--- src/rtl/board_date_sequencer_if.sv ---
// Board-pin bundle between the top level and the front-panel sequencer.
interface board_date_sequencer_if #(
  parameter int unsigned SW_WIDTH   = 8,
  parameter int unsigned NUM_DIGITS = 6
);
  logic [SW_WIDTH-1:0]     switch;
  logic [1:0]              key;
  logic [SW_WIDTH+1:0]     leds;
  logic [8*NUM_DIGITS-1:0] hex;

  modport master (output switch, key, input leds, hex);
  modport slave  (input switch, key, output leds, hex);
endinterface

--- src/rtl/board_date_sequencer.sv ---
// Front-panel controller: switch mirror with latched invert, date table on the
// seven-segment digits stepped by short presses or auto-scroll (long press).
module board_date_sequencer #(
  parameter int unsigned SW_WIDTH        = 8,
  parameter int unsigned NUM_DIGITS      = 6,
  parameter int unsigned NUM_DATES       = 2,
  parameter logic [NUM_DATES*NUM_DIGITS*4-1:0] DATES = 48'h082401_082301,
  parameter int unsigned DEBOUNCE_CYCLES = 500000,
  parameter int unsigned HOLD_CYCLES     = 50000000,
  parameter int unsigned AUTO_CYCLES     = 100000000
) (
  input logic clk,
  input logic rst_n,
  board_date_sequencer_if.slave bus
);

  localparam int unsigned IDX_W  = (NUM_DATES > 2) ? $clog2(NUM_DATES) : 1;
  localparam int unsigned DB_W   = $clog2(DEBOUNCE_CYCLES + 1);
  localparam int unsigned HOLD_W = $clog2(HOLD_CYCLES + 1);
  localparam int unsigned AUTO_W = $clog2(AUTO_CYCLES + 1);

  typedef enum logic [1:0] {IDLE, PRESSED, HELD} state_t;

  logic [1:0]          key_s1_q, key_s2_q, key_db_q, press_q, armed_q, start_q;
  logic                release_q;
  logic [DB_W-1:0]     db_cnt_q [2];
  logic [SW_WIDTH-1:0] sw_s1_q, sw_s2_q;

  state_t              state_q;
  logic [HOLD_W-1:0]   hold_q;
  logic [AUTO_W-1:0]   timer_q;
  logic [IDX_W-1:0]    idx_q;
  logic                inv_q, auto_q;

  logic [SW_WIDTH+1:0]     leds_q;
  logic [8*NUM_DIGITS-1:0] hex_q, hex_d;
  logic                    manual_adv, auto_tc, auto_toggle;

  function automatic logic [7:0] seg7(input logic [3:0] n);
    case (n)
      4'h0: seg7 = 8'hC0;  4'h1: seg7 = 8'hF9;  4'h2: seg7 = 8'hA4;  4'h3: seg7 = 8'hB0;
      4'h4: seg7 = 8'h99;  4'h5: seg7 = 8'h92;  4'h6: seg7 = 8'h82;  4'h7: seg7 = 8'hF8;
      4'h8: seg7 = 8'h80;  4'h9: seg7 = 8'h90;  4'hA: seg7 = 8'h88;  4'hB: seg7 = 8'h83;
      4'hC: seg7 = 8'hC6;  4'hD: seg7 = 8'hA1;  4'hE: seg7 = 8'h86;  default: seg7 = 8'hFF;
    endcase
  endfunction

  // A key is armed only once its synchronised level has been seen released after
  // reset, so a button held through reset cannot produce a press.
  always_ff @(posedge clk or negedge rst_n) begin
    if (!rst_n) begin
      key_s1_q  <= '1;
      key_s2_q  <= '1;
      key_db_q  <= '1;
      press_q   <= '0;
      release_q <= 1'b0;
      armed_q   <= '0;
      start_q   <= '0;
      sw_s1_q   <= '0;
      sw_s2_q   <= '0;
      for (int unsigned k = 0; k < 2; k++) db_cnt_q[k] <= '0;
    end else begin
      key_s1_q  <= bus.key;
      key_s2_q  <= key_s1_q;
      sw_s1_q   <= bus.switch;
      sw_s2_q   <= sw_s1_q;
      press_q   <= '0;
      release_q <= 1'b0;
      if (start_q != 2'd2) start_q <= start_q + 2'd1;
      for (int unsigned k = 0; k < 2; k++) begin
        if (start_q == 2'd2 && key_s2_q[k]) armed_q[k] <= 1'b1;
        if (key_s2_q[k] == key_db_q[k]) begin
          db_cnt_q[k] <= '0;
        end else if (db_cnt_q[k] == DB_W'(DEBOUNCE_CYCLES - 1)) begin
          db_cnt_q[k] <= '0;
          key_db_q[k] <= key_s2_q[k];
          press_q[k]  <= ~key_s2_q[k] & armed_q[k];
          if (k == 1) release_q <= key_s2_q[k];
        end else begin
          db_cnt_q[k] <= db_cnt_q[k] + DB_W'(1);
        end
      end
    end
  end

  always_comb begin
    manual_adv  = (state_q == PRESSED) && release_q;
    auto_toggle = (state_q == PRESSED) && !release_q && (hold_q == HOLD_W'(HOLD_CYCLES - 1));
    auto_tc     = auto_q && (timer_q == AUTO_W'(AUTO_CYCLES - 1));
  end

  always_ff @(posedge clk or negedge rst_n) begin
    if (!rst_n) begin
      state_q <= IDLE;
      hold_q  <= '0;
      timer_q <= '0;
      idx_q   <= '0;
      inv_q   <= 1'b0;
      auto_q  <= 1'b0;
    end else begin
      if (press_q[0]) inv_q <= ~inv_q;
      case (state_q)
        IDLE: if (press_q[1]) begin
          state_q <= PRESSED;
          hold_q  <= '0;
        end
        PRESSED: begin
          if (release_q)        state_q <= IDLE;
          else if (auto_toggle) state_q <= HELD;
          else                  hold_q  <= hold_q + HOLD_W'(1);
        end
        HELD:    if (release_q) state_q <= IDLE;
        default: state_q <= IDLE;
      endcase
      if (auto_toggle) auto_q <= ~auto_q;
      // A manual advance landing on the terminal count merges into one step.
      if (auto_toggle || !auto_q || manual_adv || auto_tc) timer_q <= '0;
      else timer_q <= timer_q + AUTO_W'(1);
      if (manual_adv || auto_tc)
        idx_q <= (idx_q == IDX_W'(NUM_DATES - 1)) ? '0 : idx_q + IDX_W'(1);
    end
  end

  always_comb begin
    hex_d = '1;
    for (int unsigned d = 0; d < NUM_DIGITS; d++)
      hex_d[d*8 +: 8] = seg7(DATES[(int'(idx_q) * NUM_DIGITS + d) * 4 +: 4]);
  end

  always_ff @(posedge clk or negedge rst_n) begin
    if (!rst_n) begin
      leds_q <= '0;
      hex_q  <= '1;
    end else begin
      leds_q <= {auto_q, inv_q, sw_s2_q ^ {SW_WIDTH{inv_q}}};
      hex_q  <= hex_d;
    end
  end

  assign bus.leds = leds_q;
  assign bus.hex  = hex_q;

endmodule

--- src/flat_wrapper.sv ---
// flat-port wrapper written by rule: the top's interface ports become plain ports
module board_date_sequencer_flat 
#(
  parameter int unsigned SW_WIDTH        = 8,
  parameter int unsigned NUM_DIGITS      = 6,
  parameter int unsigned NUM_DATES       = 2,
  parameter logic [NUM_DATES*NUM_DIGITS*4-1:0] DATES = 48'h082401_082301,
  parameter int unsigned DEBOUNCE_CYCLES = 500000,
  parameter int unsigned HOLD_CYCLES     = 50000000,
  parameter int unsigned AUTO_CYCLES     = 100000000
)
  (clk, rst_n, bus_switch, bus_key, bus_leds, bus_hex);
  board_date_sequencer_if #(.SW_WIDTH(SW_WIDTH), .NUM_DIGITS(NUM_DIGITS)) bus_i ();
  input logic clk;
  input logic rst_n;
  input wire logic [$bits(bus_i.switch)-1:0] bus_switch;
  input wire logic [$bits(bus_i.key)-1:0] bus_key;
  output wire logic [$bits(bus_i.leds)-1:0] bus_leds;
  output wire logic [$bits(bus_i.hex)-1:0] bus_hex;
  assign bus_i.switch = bus_switch;
  assign bus_i.key = bus_key;
  assign bus_leds = bus_i.leds;
  assign bus_hex = bus_i.hex;
  board_date_sequencer #(.SW_WIDTH(SW_WIDTH), .NUM_DIGITS(NUM_DIGITS), .NUM_DATES(NUM_DATES), .DATES(DATES), .DEBOUNCE_CYCLES(DEBOUNCE_CYCLES), .HOLD_CYCLES(HOLD_CYCLES), .AUTO_CYCLES(AUTO_CYCLES)) u_core (.clk(clk), .rst_n(rst_n), .bus(bus_i));
endmodule
--- config.mk ---
export PLATFORM = sky130hd
export DESIGN_NAME = board_date_sequencer_flat
export DESIGN_NICKNAME = d
export VERILOG_FILES = /design/src/rtl/board_date_sequencer_if.sv /design/src/rtl/board_date_sequencer.sv /design/src/flat_wrapper.sv
export SDC_FILE = /design/constraint.sdc
export NUM_CORES = 1
export LEC_CHECK = 0
export ABC_AREA = 1
export CAP_MARGIN = 30
export CORE_MARGIN = 2
export CORE_UTILIZATION = 40
export DETAILED_ROUTE_END_ITERATION = 12
export PLACE_DENSITY = 0.56
export SYNTH_ARGS = -nofsm -noshare
export SYNTH_HDL_FRONTEND = slang
export SYNTH_SLANG_ARGS = --single-unit
--- constraint.sdc ---
create_clock -name clk -period 4.6 [get_ports clk]
set_clock_uncertainty 0.1 [all_clocks]
set_input_delay 1.38 -clock clk [delete_from_list [all_inputs] [get_ports clk]]
set_output_delay 1.38 -clock clk [all_outputs]
set_load 0.02 [all_outputs]
==> results.py <==
metrics = {
    "synth": {
        "synth_top_area_cell": "dfrtp_1",
        "synth_mux_area_share_pct": 0,
        "synth.avg_cell_area_um2": 7.70,
        "ys.flop_type": "dfrtp_1",
        "ys_top_cells_by_area": "dfrtp_1 (44%), nand2_1 (12%), nor2_1 (10%)",
        "synth-adder-area-share_pct": 0.851,
        "ys_types": 31,
        "ys_seq_area_share_pct": 47.1,
        "synth_top_family_by_area": "simple AND/OR/NAND/NOR gates",
        "ys.warnings.count": 0,
        "synth_edf_count": 0,
        "yosys.area_share.simple_pct": 31.9,
        "synth-compound-area-share_pct": 2.40,
        "ys_async_sr_fraction_pct": 100,
        "synth_top_area_share_pct": 43.9,
        "syn-cell-area_um2": 7350,
        "synth_xor_area_share_pct": 7.15,
        "syn_inst": 955,
        "ys_ff_latch": 138,
    },
    "final_layout": {
        "antenna_cells": 0,
        "syn2layout_area_growth_pct": 14.5,
        "finalCoreUtilization_pct": 46.7,
        "fill_cells": 1805,
        "stdcell_count": 1227,
        "drive_gt1_share_pct": 5.11,
        "design_area_um2": 8410,
        "finalNetCount": 1002,
    },
    "grt": {
        "grt_pass1_vias": 5443,
        "overflow": 0,
        "grt_pass1_wl_mm": 26.5,
        "grt_max_degree": 75,
        "grt_use_total_pct": 16.8,
        "antenna_found_initial": 0,
    },
    "sta": {
        "setup_slack_ps": 1250,
        "fin_crit_sh_pct": 72.9,
        "max-slew-margin-rel_pct": 43.6,
        "worst_pin_slew_ps": 843,
        "final-setup-viol-count": 0,
        "fin_crit_ps": 3350,
        "maxSlewViolCount": 0,
        "max_freq_mhz": 298,
        "finalSetupTns_ps": 0,
        "hold_viol": 0,
        "rsz0062_at_grt": "false",
        "fin_hold_ws_ps": 247,
    },
    "setup_path": {
        "rrSetupSlack_ps": 2150,
        "critPathArrivalTime_ps": 1870,
        "cp_slowest_stage_delay_ps": 770,
        "crit_chain": "clkdlybuf4s50_1",
        "cp_top_family": "flip-flops",
        "crit_path_end_kind": "primary output",
        "worstSetupPathType": "flip-flop to primary output",
        "start_kind": "flip-flop",
        "critPathSlowestCell": "dfstp_2",
        "crit_buf_inv": 1,
        "cp.required_ps": 3120,
        "critical_path.max_fanout": 29,
    },
    "place": {
        "numPortBuffers": 53,
        "dp_cells": 1195,
        "routabilityCongestion": 0.892,
        "place_hpwl_mm": 10.9,
        "dp_slack_ps": 1660,
        "dpl-instance-area_um2": 7840,
    },
    "cts": {
        "cts_inserted_buffers": 17,
        "cts.clk_slew.worst_paths_ps": 60,
        "cts_num_sinks": 138,
        "cts_tree": "built",
        "cts_buffer_depth": 2,
        "post_cts_buffers": 0,
        "clockRootBuffer": "clkbuf_16",
        "cts_hold_buf": 0,
        "clock_latency_ps": 420,
        "post_cts_resized": 0,
        "ctsHtreeMaxLevel": 4,
    },
    "detailed_routing": {
        "wirelength_mm": 15.4,
        "vias": 5750,
        "drc": 0,
        "wl_per_cell_um": 12.6,
        "drtAntennaViolNets": 0,
        "drtIter0Drc": 459,
        "vias_per_cell": 4.69,
        "drt_first_pass_iters": 5,
    },
    "power_and_ir_drop": {
        "power_mw": 2.69,
        "ir_worst_vdd_uv": 281,
        "power_density_nw_per_um2": 319,
        "power_leakage_nw": 3.42,
    },
    "worst_hold_path": {
        "worstHoldPathType": "flip-flop to flip-flop",
    },
    "floorplan": {
        "coreArea_um2": 18000,
        "start_util_pct": 40.8,
        "die-height_um": 140,
        "io_pins": 70,
        "die_w_um": 140,
        "die-area_um2": 19500,
        "core.rowCount": 49,
    },
    "run": {
        "maxCapViolCount": 0,
    },
    "run_status": {
        "status": "complete, no violations",
    },
}
[sequential cells by signal, indices dropped and copies added (netlist names)]
signal            cells
u_core.armed_q        2
u_core.inv_q          1
u_core.auto_q         1
u_core.sw_s1_q        8
u_core.key_db_q       2
u_core.release_q      1
u_core.state_q        2
u_core.db_cnt_q      38
u_core.sw_s2_q        8
u_core.idx_q          1
u_core.start_q        2
u_core.key_s2_q       2
u_core.bus.leds      10
u_core.hold_q        26
u_core.timer_q       27
u_core.press_q        2
u_core.bus.hex        3
u_core.key_s1_q       2
[cell usage in the layout (no fill, tap or decap), types with 13 or more instances in the layout]
cell and count:
xor2_1 49, nand4_1 22, clkdlybuf4s50_1 52, conb_1 17
nand3_1 65, dfrtp_1 129, inv_1 93, nand2_1 241
clkbuf_16 17, nor3_1 30, nor2_1 196, o21ai_1 13
[cell type report]
type	count	area, um^2	area share (%)
clock inverters	11	114	1.35
repair buffers	55	559	6.65
well taps	229	287	3.41
clock buffers	21	460	5.47
flip-flops and latches	138	3460	41.2
multi-input cells	679	3180	37.7
inverters	94	354	4.21
[final timing paths]
kind	startpoint	to	cells after the start
setup / recovery	u_core.bus.hex[22]	bus_hex[45]	1
hold / removal	u_core.sw_s1_q[1]	u_core.sw_s2_q[1]	0
setup reg to reg	u_core.state_q[0]	u_core.timer_q[11]	5
hold reg to reg	u_core.sw_s1_q[1]	u_core.sw_s2_q[1]	0
max in group asynchronous	rst_n	u_core.bus.hex[19]	2
min in group asynchronous	rst_n	u_core.sw_s2_q[4]	1
[cell usage after synthesis (all sizes together), types with 5 or more instances]
cell    number
inv         93
xnor2       11
clkbuf       6
a21oi        9
nand3       66
nand4       23
nor2       199
dfrtp      129
o21ai       18
nand2      243
nor3        30
xor2        49
buf         53
ha           5
dfstp        9
[cells by family after synthesis]
| kind of cell | Yosys count |
|---|---|
| buf+inv | 153 |
| fa+ha+maj | 5 |
| flops | 138 |
| compound gates | 31 |
| simple gates | 566 |
| other cells | 2 |
| xor+xnor | 60 |
[metal layers]
| layer | wire length [um] | global-route usage, % |
|---|---|---|
| met5 | 0 | 0 |
| met2 | 6790 | 25.7 |
| met1 | 7790 | 23.9 |
| met4 | 211 | 5.00 |
| met3 | 613 | 3.89 |
[power by group]
part           switching [mW]  total [mW]  internal [mW]  leakage [nW]
logic                  0.0759       0.120         0.0438          1.33
clock network           0.542        1.32          0.779         0.270
registers              0.0114        1.24           1.23          1.82
(Power assumes the default switching activity.)
